<file path="config.mk">
export PLATFORM = sky130hd
export DESIGN_NAME = pipe_hazard_ctrl
export DESIGN_NICKNAME = d
export VERILOG_FILES = /design/src/rtl/pipe_hazard_ctrl.sv
export SDC_FILE = /design/constraint.sdc
export NUM_CORES = 1
export LEC_CHECK = 0
export CAP_MARGIN = 20
export CORE_MARGIN = 2
export CORE_UTILIZATION = 37
export DETAILED_ROUTE_END_ITERATION = 10
export GPL_ROUTABILITY_DRIVEN = 0
export PLACE_DENSITY = 0.86
export SLEW_MARGIN = 20
export SYNTH_ARGS = -nofsm -noshare
export SYNTH_HDL_FRONTEND = slang
export SYNTH_SLANG_ARGS = --single-unit
</file>
<file path="constraint.sdc">
create_clock -name clk -period 3.8 [get_ports clk]
set_input_delay 0.76 -clock clk [delete_from_list [all_inputs] [get_ports clk]]
set_output_delay 0.76 -clock clk [all_outputs]
set_load 0.01 [all_outputs]
</file>
<file path="src/rtl/pipe_hazard_ctrl.sv">
// pipe_hazard_ctrl - stall/flush sequencer for the 5-stage pipeline
// (IF, ID, EX, MEM, WB). Drives the enable/clear inputs of the pipeline
// registers. It resolves three kinds of event. A data-memory wait freezes
// the whole pipe. An EX-stage redirect squashes the wrong-path instructions.
// A load-use hazard inserts one bubble into EX.
//
// Optional feature macro: PIPE_HAZARD_PERF_EN. When it is defined, the
// stall-cycle and redirect performance counters are built. When it is not
// defined, both counter ports read 0 and no counter flops exist.
//
// Parameters:
//   REDIRECT_PENALTY  flush_id cycles per redirect (1..15)
//   MEM_TIMEOUT       longest memory freeze before forced release (0 = never)
//   CNT_W             performance counter width
//
// Ports:
//   clk, rst                         clock, synchronous active-high reset
//   id_rs1/id_rs2, id_uses_rs1/2     ID-stage source operands
//   ex_valid, ex_mem_read, ex_rd     EX-stage load information
//   ex_redirect                      EX resolved a taken branch or a jump
//   mem_req, mem_ready               MEM access handshake
//   stall_if/id/ex/mem               hold PC / IF/ID / ID/EX / EX/MEM
//   flush_id, flush_ex               clear IF/ID, ID/EX to a bubble
//   bubble_wb                        write a bubble into MEM/WB
//   mem_timeout                      one-cycle pulse on forced MEM release
//   perf_stall_cnt, perf_flush_cnt   performance counters
//
// state    | meaning
// RUN      | normal flow, load-use detection active
// MEM_WAIT | pipe frozen on a data memory access
// REDIRECT | extra flush_id cycles that cover fetch latency after a redirect

module pipe_hazard_ctrl #(
  parameter int REDIRECT_PENALTY = 1,
  parameter int MEM_TIMEOUT      = 64,
  parameter int CNT_W            = 32
) (
  input  logic             clk,
  input  logic             rst,
  input  logic [4:0]       id_rs1,
  input  logic [4:0]       id_rs2,
  input  logic             id_uses_rs1,
  input  logic             id_uses_rs2,
  input  logic             ex_valid,
  input  logic             ex_mem_read,
  input  logic [4:0]       ex_rd,
  input  logic             ex_redirect,
  input  logic             mem_req,
  input  logic             mem_ready,
  output logic             stall_if,
  output logic             stall_id,
  output logic             stall_ex,
  output logic             stall_mem,
  output logic             flush_id,
  output logic             flush_ex,
  output logic             bubble_wb,
  output logic             mem_timeout,
  output logic [CNT_W-1:0] perf_stall_cnt,
  output logic [CNT_W-1:0] perf_flush_cnt
);

  typedef enum logic [1:0] {RUN = 2'd0, MEM_WAIT = 2'd1, REDIRECT = 2'd2} state_t;

  localparam int WAIT_W = (MEM_TIMEOUT > 1) ? $clog2(MEM_TIMEOUT) : 1;
  localparam logic [WAIT_W-1:0] WAIT_LAST =
    WAIT_W'((MEM_TIMEOUT > 0) ? MEM_TIMEOUT - 1 : 0);
  localparam logic [3:0] PEN_LOAD =
    4'((REDIRECT_PENALTY > 1) ? REDIRECT_PENALTY - 1 : 0);

  state_t            state, state_nxt, eff;
  logic              saved_redir, saved_redir_nxt;
  logic [3:0]        rcnt, rcnt_nxt;
  logic [WAIT_W-1:0] wcnt, wcnt_nxt, wcur;
  logic              mem_hold, timeout_hit, load_use, redirect_ok;

  always_comb begin
    // While frozen, the pre-freeze state decides what the release cycle does.
    if (state == MEM_WAIT) eff = saved_redir ? REDIRECT : RUN;
    else                   eff = state;
    // The number of freeze cycles already spent. It is 0 on the first frozen cycle.
    wcur        = (state == MEM_WAIT) ? wcnt : '0;
    mem_hold    = mem_req & ~mem_ready;
    timeout_hit = (MEM_TIMEOUT > 0) && mem_hold && (wcur == WAIT_LAST);
    load_use    = ex_valid & ex_mem_read & (ex_rd != 5'd0) &
                  ((id_uses_rs1 & (id_rs1 == ex_rd)) |
                   (id_uses_rs2 & (id_rs2 == ex_rd)));

    stall_if        = 1'b0;
    stall_id        = 1'b0;
    stall_ex        = 1'b0;
    stall_mem       = 1'b0;
    flush_id        = 1'b0;
    flush_ex        = 1'b0;
    bubble_wb       = 1'b0;
    mem_timeout     = 1'b0;
    redirect_ok     = 1'b0;
    state_nxt       = state;
    saved_redir_nxt = saved_redir;
    rcnt_nxt        = rcnt;
    wcnt_nxt        = wcnt;

    if (mem_hold && !timeout_hit) begin
      stall_if        = 1'b1;
      stall_id        = 1'b1;
      stall_ex        = 1'b1;
      stall_mem       = 1'b1;
      bubble_wb       = 1'b1;
      state_nxt       = MEM_WAIT;
      saved_redir_nxt = (eff == REDIRECT);
      wcnt_nxt        = wcur + WAIT_W'(1);
    end else if (timeout_hit) begin
      // A forced release abandons any pending redirect penalty.
      mem_timeout     = 1'b1;
      state_nxt       = RUN;
      saved_redir_nxt = 1'b0;
      rcnt_nxt        = '0;
      wcnt_nxt        = '0;
    end else begin
      saved_redir_nxt = 1'b0;
      wcnt_nxt        = '0;
      if (ex_redirect) begin
        flush_id    = 1'b1;
        flush_ex    = 1'b1;
        redirect_ok = 1'b1;
        if (REDIRECT_PENALTY > 1) begin
          state_nxt = REDIRECT;
          rcnt_nxt  = PEN_LOAD;
        end else begin
          state_nxt = RUN;
          rcnt_nxt  = '0;
        end
      end else if (eff == REDIRECT) begin
        flush_id = 1'b1;
        if (rcnt <= 4'd1) begin
          state_nxt = RUN;
          rcnt_nxt  = '0;
        end else begin
          state_nxt = REDIRECT;
          rcnt_nxt  = rcnt - 4'd1;
        end
      end else begin
        state_nxt = RUN;
        if (load_use) begin
          stall_if = 1'b1;
          stall_id = 1'b1;
          flush_ex = 1'b1;
        end
      end
    end

    if (rst) begin
      stall_if    = 1'b0;
      stall_id    = 1'b0;
      stall_ex    = 1'b0;
      stall_mem   = 1'b0;
      flush_id    = 1'b1;
      flush_ex    = 1'b1;
      bubble_wb   = 1'b0;
      mem_timeout = 1'b0;
      redirect_ok = 1'b0;
    end
  end

  always_ff @(posedge clk) begin
    if (rst) begin
      state       <= RUN;
      saved_redir <= 1'b0;
      rcnt        <= '0;
      wcnt        <= '0;
    end else begin
      state       <= state_nxt;
      saved_redir <= saved_redir_nxt;
      rcnt        <= rcnt_nxt;
      wcnt        <= wcnt_nxt;
    end
  end

`ifdef PIPE_HAZARD_PERF_EN
  logic [CNT_W-1:0] stall_cnt_q, flush_cnt_q;

  always_ff @(posedge clk) begin
    if (rst) begin
      stall_cnt_q <= '0;
      flush_cnt_q <= '0;
    end else begin
      if (stall_if)    stall_cnt_q <= stall_cnt_q + CNT_W'(1);
      if (redirect_ok) flush_cnt_q <= flush_cnt_q + CNT_W'(1);
    end
  end

  assign perf_stall_cnt = stall_cnt_q;
  assign perf_flush_cnt = flush_cnt_q;
`else
  assign perf_stall_cnt = '0;
  assign perf_flush_cnt = '0;
`endif

endmodule

</file>
Yosys cells after proc, flatten, opt, wreduce, memory -nomap -nowiden
Cells that the tools add are included.
- mux-type cells: 32
- equality and inequality tests: 5
- bitwise gates (word level): 10
- add/sub/neg operators: 2
- magnitude comparators: 1
- reductions and logical operators: 8
- operator list (cell ; count):
    $mux 1 ; 24
    $mux 4 ; 4
    $eq 5x5->1 ; 2
    $add 6x1->6 const B ; 1
    $and 1x1->1 ; 6
    $eq 6x6->1 const B ; 1
    $mux 2 ; 3
    $mux 6 ; 1
    $reduce_bool 5->1 ; 1
    $reduce_or 5->1 ; 1
    $le 4x1->1 const B ; 1
    $sub 4x1->4 const B ; 1
    $not 1->1 ; 3
    $reduce_bool 3->1 ; 1
    $eq 2x1->1 const B ; 1
    $eq 2x2->1 const B ; 1
    $logic_and 1x1->1 ; 2
    $reduce_and 2->1 ; 1
    $reduce_or 2->1 ; 1
    $logic_not 1->1 ; 1
    $or 1x1->1 ; 1
- input bits: 24
- logic and storage cells: 63
- output and inout bits: 72
- bits in registers: 13

Depth between registers and ports, before layout
- depth in word-level cells: 10
- depth in mapped cells: 7

Worst setup path after synthesis
Ideal clock, no wire load.
- kind: input-to-output
- start point: in ex_rd[3]
- end point: out stall_if
- setup slack: 1.092 ns
- cell stages on the path: 5
- data arrival time: 1.948 ns
- path through: xor2_1 nor4_1 a32oi_1 o31ai_1 buf_4
- cells in the longest elaborated chain, start to end: 10
- elaborated cells on any way between the ends: 14
- classes of those cells: 2 x eq/ne; 6 x mux; 5 x bitwise; 1 x reduce/logical
- ends and longest elaborated chain (item ; line ; source):
    from (decl) ; 46 ; input logic [4:0] ex_rd,
    $eq 5x5->1 (on tied branches) ; 85, 86 ;
    $and 1x1->1 (on tied branches) ; 85, 86 ;
    $or 1x1->1 ; 85 ; ((id_uses_rs1 & (id_rs1 == ex_rd)) |
    $and 1x1->1 * ; 84 ; load_use = ex_valid & ex_mem_read & (ex_rd != 5'd0) &
    $mux 1 * (6 in a row) ; n/a ;
    to (decl) ; 50 ; output logic stall_if,
Mark *: on every way between the ends. The rest lies on a longest branch, timed or not.

Final worst setup path
- start point: in ex_rd[2]
- end point: out stall_if
- cells in the longest elaborated chain, start to end: 10
- elaborated cells on any way between the ends: 14
- classes of those cells: 2 x eq/ne; 6 x mux; 5 x bitwise; 1 x reduce/logical
- ends and longest elaborated chain (item ; line ; source):
    $eq 5x5->1 (on tied branches) ; 85, 86 ;
    $and 1x1->1 (on tied branches) ; 85, 86 ;
    $or 1x1->1 ; 85 ;
    $and 1x1->1 * ; 84 ;
    $mux 1 * ; 143 ; if (load_use) begin
    $mux 1 * ; 132 ; end else if (eff == REDIRECT) begin
    $mux 1 * ; 121 ; if (ex_redirect) begin
    $mux 1 * ; 111 ; end else if (timeout_hit) begin
    $mux 1 * ; 102 ; if (mem_hold && !timeout_hit) begin
    $mux 1 * ; 151 ; if (rst) begin
Marks and branches as above.

==> out/summary.txt <==
OUTCOME
------------------------------------------------------------------------------
Result of the run                                                    completed

GLOBAL ROUTE
------------------------------------------------------------------------------
Leftover overflow at the end of global routing                               0
Largest net degree at the start of global routing                           10
First-pass GRT wire length                                             3170 µm
Global-route usage over all layers                                      0.0993
Number of global-route vias before repair                                  736
Antenna violations before repair                                             0

TIMING
------------------------------------------------------------------------------
Time the final worst path needs with I/O delays and setup              3.58 ns
Setup-failing EPs final                                                      0
Unrepaired setup endpoints after global routing                          false
Number of hold violations in the final report                                0
Maximum clock frequency                                              0.279 GHz
Worst hold margin                                                     0.466 ns
Setup ws final                                                        0.221 ns
Max-slew violation count                                                     0
Worst clock skew                                                    0.00474 ns
Total Negative Setup Slacks                                               0 ns
Post-route fraction of the period consumed by the critical path          0.942

ROUTING
------------------------------------------------------------------------------
Post-route antenna net violation count                                       0
Initial DRC count                                                           14
Final wirelength                                                       2120 µm
Vias                                                                       915
Routed len/inst                                                        8.99 µm
First-pass iteration count of the detailed router                            4
DRC violation count after routing                                            0
Average vias per placed instance                                          3.88

WORST SETUP PATH
------------------------------------------------------------------------------
Crit path launch type                                                input pin
Critical path endpoint category                                     output pin
Kind of critical path                                                   in2out
Required time at the endpoint of the critical path                     3.04 ns
Critical path startpoint                                              ex_rd[2]
Top fanout value on the critical path                                        3
Reg-to-reg startpoint                                                 state[0]
Critical path arrival                                                  2.82 ns

DIE
------------------------------------------------------------------------------
Die Outline Area                                                      4000 µm²
Initial core utilization                                                 0.387
Num rows                                                                    21
IO Count                                                                    96
Die height                                                             63.3 µm
Die width                                                              63.3 µm
Area inside the core boundary                                         3360 µm²

PLACE
------------------------------------------------------------------------------
Count of input and output buffers                                           31
Post-DP HPWL                                                           1860 µm
Worst slack, placed                                                   0.245 ns

CLOCKING
------------------------------------------------------------------------------
Number of buffers inserted during clock tree synthesis                       3
Resize count post-CTS                                                        0
Clock sink count                                                            13
Clock tree from TritonCTS                                                built
Root cell of the clock tree                                           clkbuf_4
Clk pin slew, worst setup/hold paths                                   0.07 ns
Max Root-Sink Buffers                                                        2
Buffers inserted during post-CTS setup optimization                          0
Level count of the clock H-tree                                              1
CTS hold repair buffers                                                      0
Clock latency at the later pin of the worst-skew pair                  0.27 ns

FINISH
------------------------------------------------------------------------------
Final core area utilization                                              0.427
Ant diodes                                                                   0
Area growth, synth to finish                                             10.4%
Fraction of final layout cells sized beyond drive strength 1            0.0737
Final net count                                                            218

YOSYS
------------------------------------------------------------------------------
Count of synthesis-stage warnings from yosys                                 0
Leading cell types by total area after synthesis                  buf_4, dfxtp_1, xor2_1
Post-synthesis cell type count                                              36
Cell count after synthesis                                                 158
Post-synthesis instance area                                          1300 µm²
Sequential cell area fraction in the yosys report                        0.200
Biggest area consumer among synthesized cells                            buf_4
Mapped Avg Cell Area                                                  8.23 µm²
Synth Register Bits                                                         13
Top cell type's share of synthesized area                                0.387

POWER
------------------------------------------------------------------------------
Power per cell area                                                 234 nW/µm²
Worst supply voltage drop on vdd                                        170 µV
Standby leakage power                                                 0.655 nW

WORST HOLD PATH
------------------------------------------------------------------------------
Source of the worst hold timing path                                   rcnt[1]
Type of the most critical hold path                                    reg2reg

RUN
------------------------------------------------------------------------------
MaxCap Viol Count                                                            0

-- cell usage in the layout (no fill, tap or decap), drive strengths merged, types with 4 or more instances in the layout --
cell type | netlist | final
a21oi | 5 | 5
clkbuf | 0 | 4
clkdlybuf4s50 | 0 | 31
conb | 1 | 64
dfxtp | 13 | 13
inv | 6 | 6
nand2 | 4 | 4
nor2 | 6 | 6
nor3 | 5 | 5
or3 | 4 | 4
xor2 | 12 | 12
-- worst max-delay path, stage by stage --
cell and delay (ns):
clkdlybuf4s50_1 0.47, xor2_1 0.20, nor4_1 0.27, a32oi_1 0.18, o31ai_1 0.34, clkdlybuf4s50_1 0.60
-- cell type report --
cell class / instances / area, µm²
Timing Repair Buffer: 32 / 318
Sequential cell: 13 / 260
Tap cell: 46 / 57.6
Fill cell: 363 / 1930
Inverter: 6 / 22.5
Clock buffer: 4 / 26.3
Multi-Input combinational cell: 135 / 751
-- report_power, final --
group | leakage (nW) | switching, mW | total [mW] | internal, mW
registers | 0.106 | 0.00321 | 0.144 | 0.141
clock network | 0.0150 | 0.0444 | 0.0851 | 0.0407
logic | 0.534 | 0.0606 | 0.107 | 0.0464
-- worst paths after layout --
kind	end	slack (ns)	cells past startpoint
min	rcnt[1]	0.47	2
max reg2reg	rcnt[0]	2.15	6
max	stall_if	0.22	6
min reg2reg	rcnt[1]	0.47	2
-- through the flow --
step           area (µm²)  total power [mW]  cells
6_report             1440             0.336    236
5_1_grt              1440             0.361    236
4_1_cts              1440             0.339    236
3_5_place_dp         1410             0.253    232
3_3_place_gp         1410             0.252    232
2_1_floorplan        1540             0.261    221
-- per-layer routing --
metal,up-vias,GRT usage,wire length [µm]
li1,454,-,-
met1,406,0.111,804
met4,0,0.0245,9
met5,-,0,0
met2,53,0.180,1110
met3,2,0.0339,194
-- cell usage after synthesis, drive strengths merged --
cell type / n
o31ai: 3
a32oi: 1
inv: 6
and3: 1
nand2: 4
and2: 3
and3b: 1
or3: 4
a211oi: 1
and4b: 1
o21ai: 2
nor2: 6
nand4: 2
a21oi: 5
buf: 67
nor3: 5
nor4: 2
xnor2: 3
or2b: 1
conb: 1
o2111ai: 1
nor2b: 2
and2b: 1
o221ai: 1
or2: 2
nand2b: 1
ha: 3
dfxtp: 13
or4: 1
nand3: 2
xor2: 12
-- sequential cells by signal, indices dropped and copies added, names as in the netlist --
name	cells
rcnt	4
state	2
wcnt	6
saved_redir	1
-- logic make-up (layout without fill, tap and decap cells) --
group,after synthesis,after routing,share of synthesized area
buffers and inverters,73,42,0.404
DFF,13,13,0.200
xor gates and xnor gates,15,15,0.101
other,1,64,0.00288
adders and majority gates,3,3,0.0289
and+or+nand+nor,39,39,0.177
AOI/OAI and AO/OA,14,14,0.0857
Power figures use the tool's default switching activity.
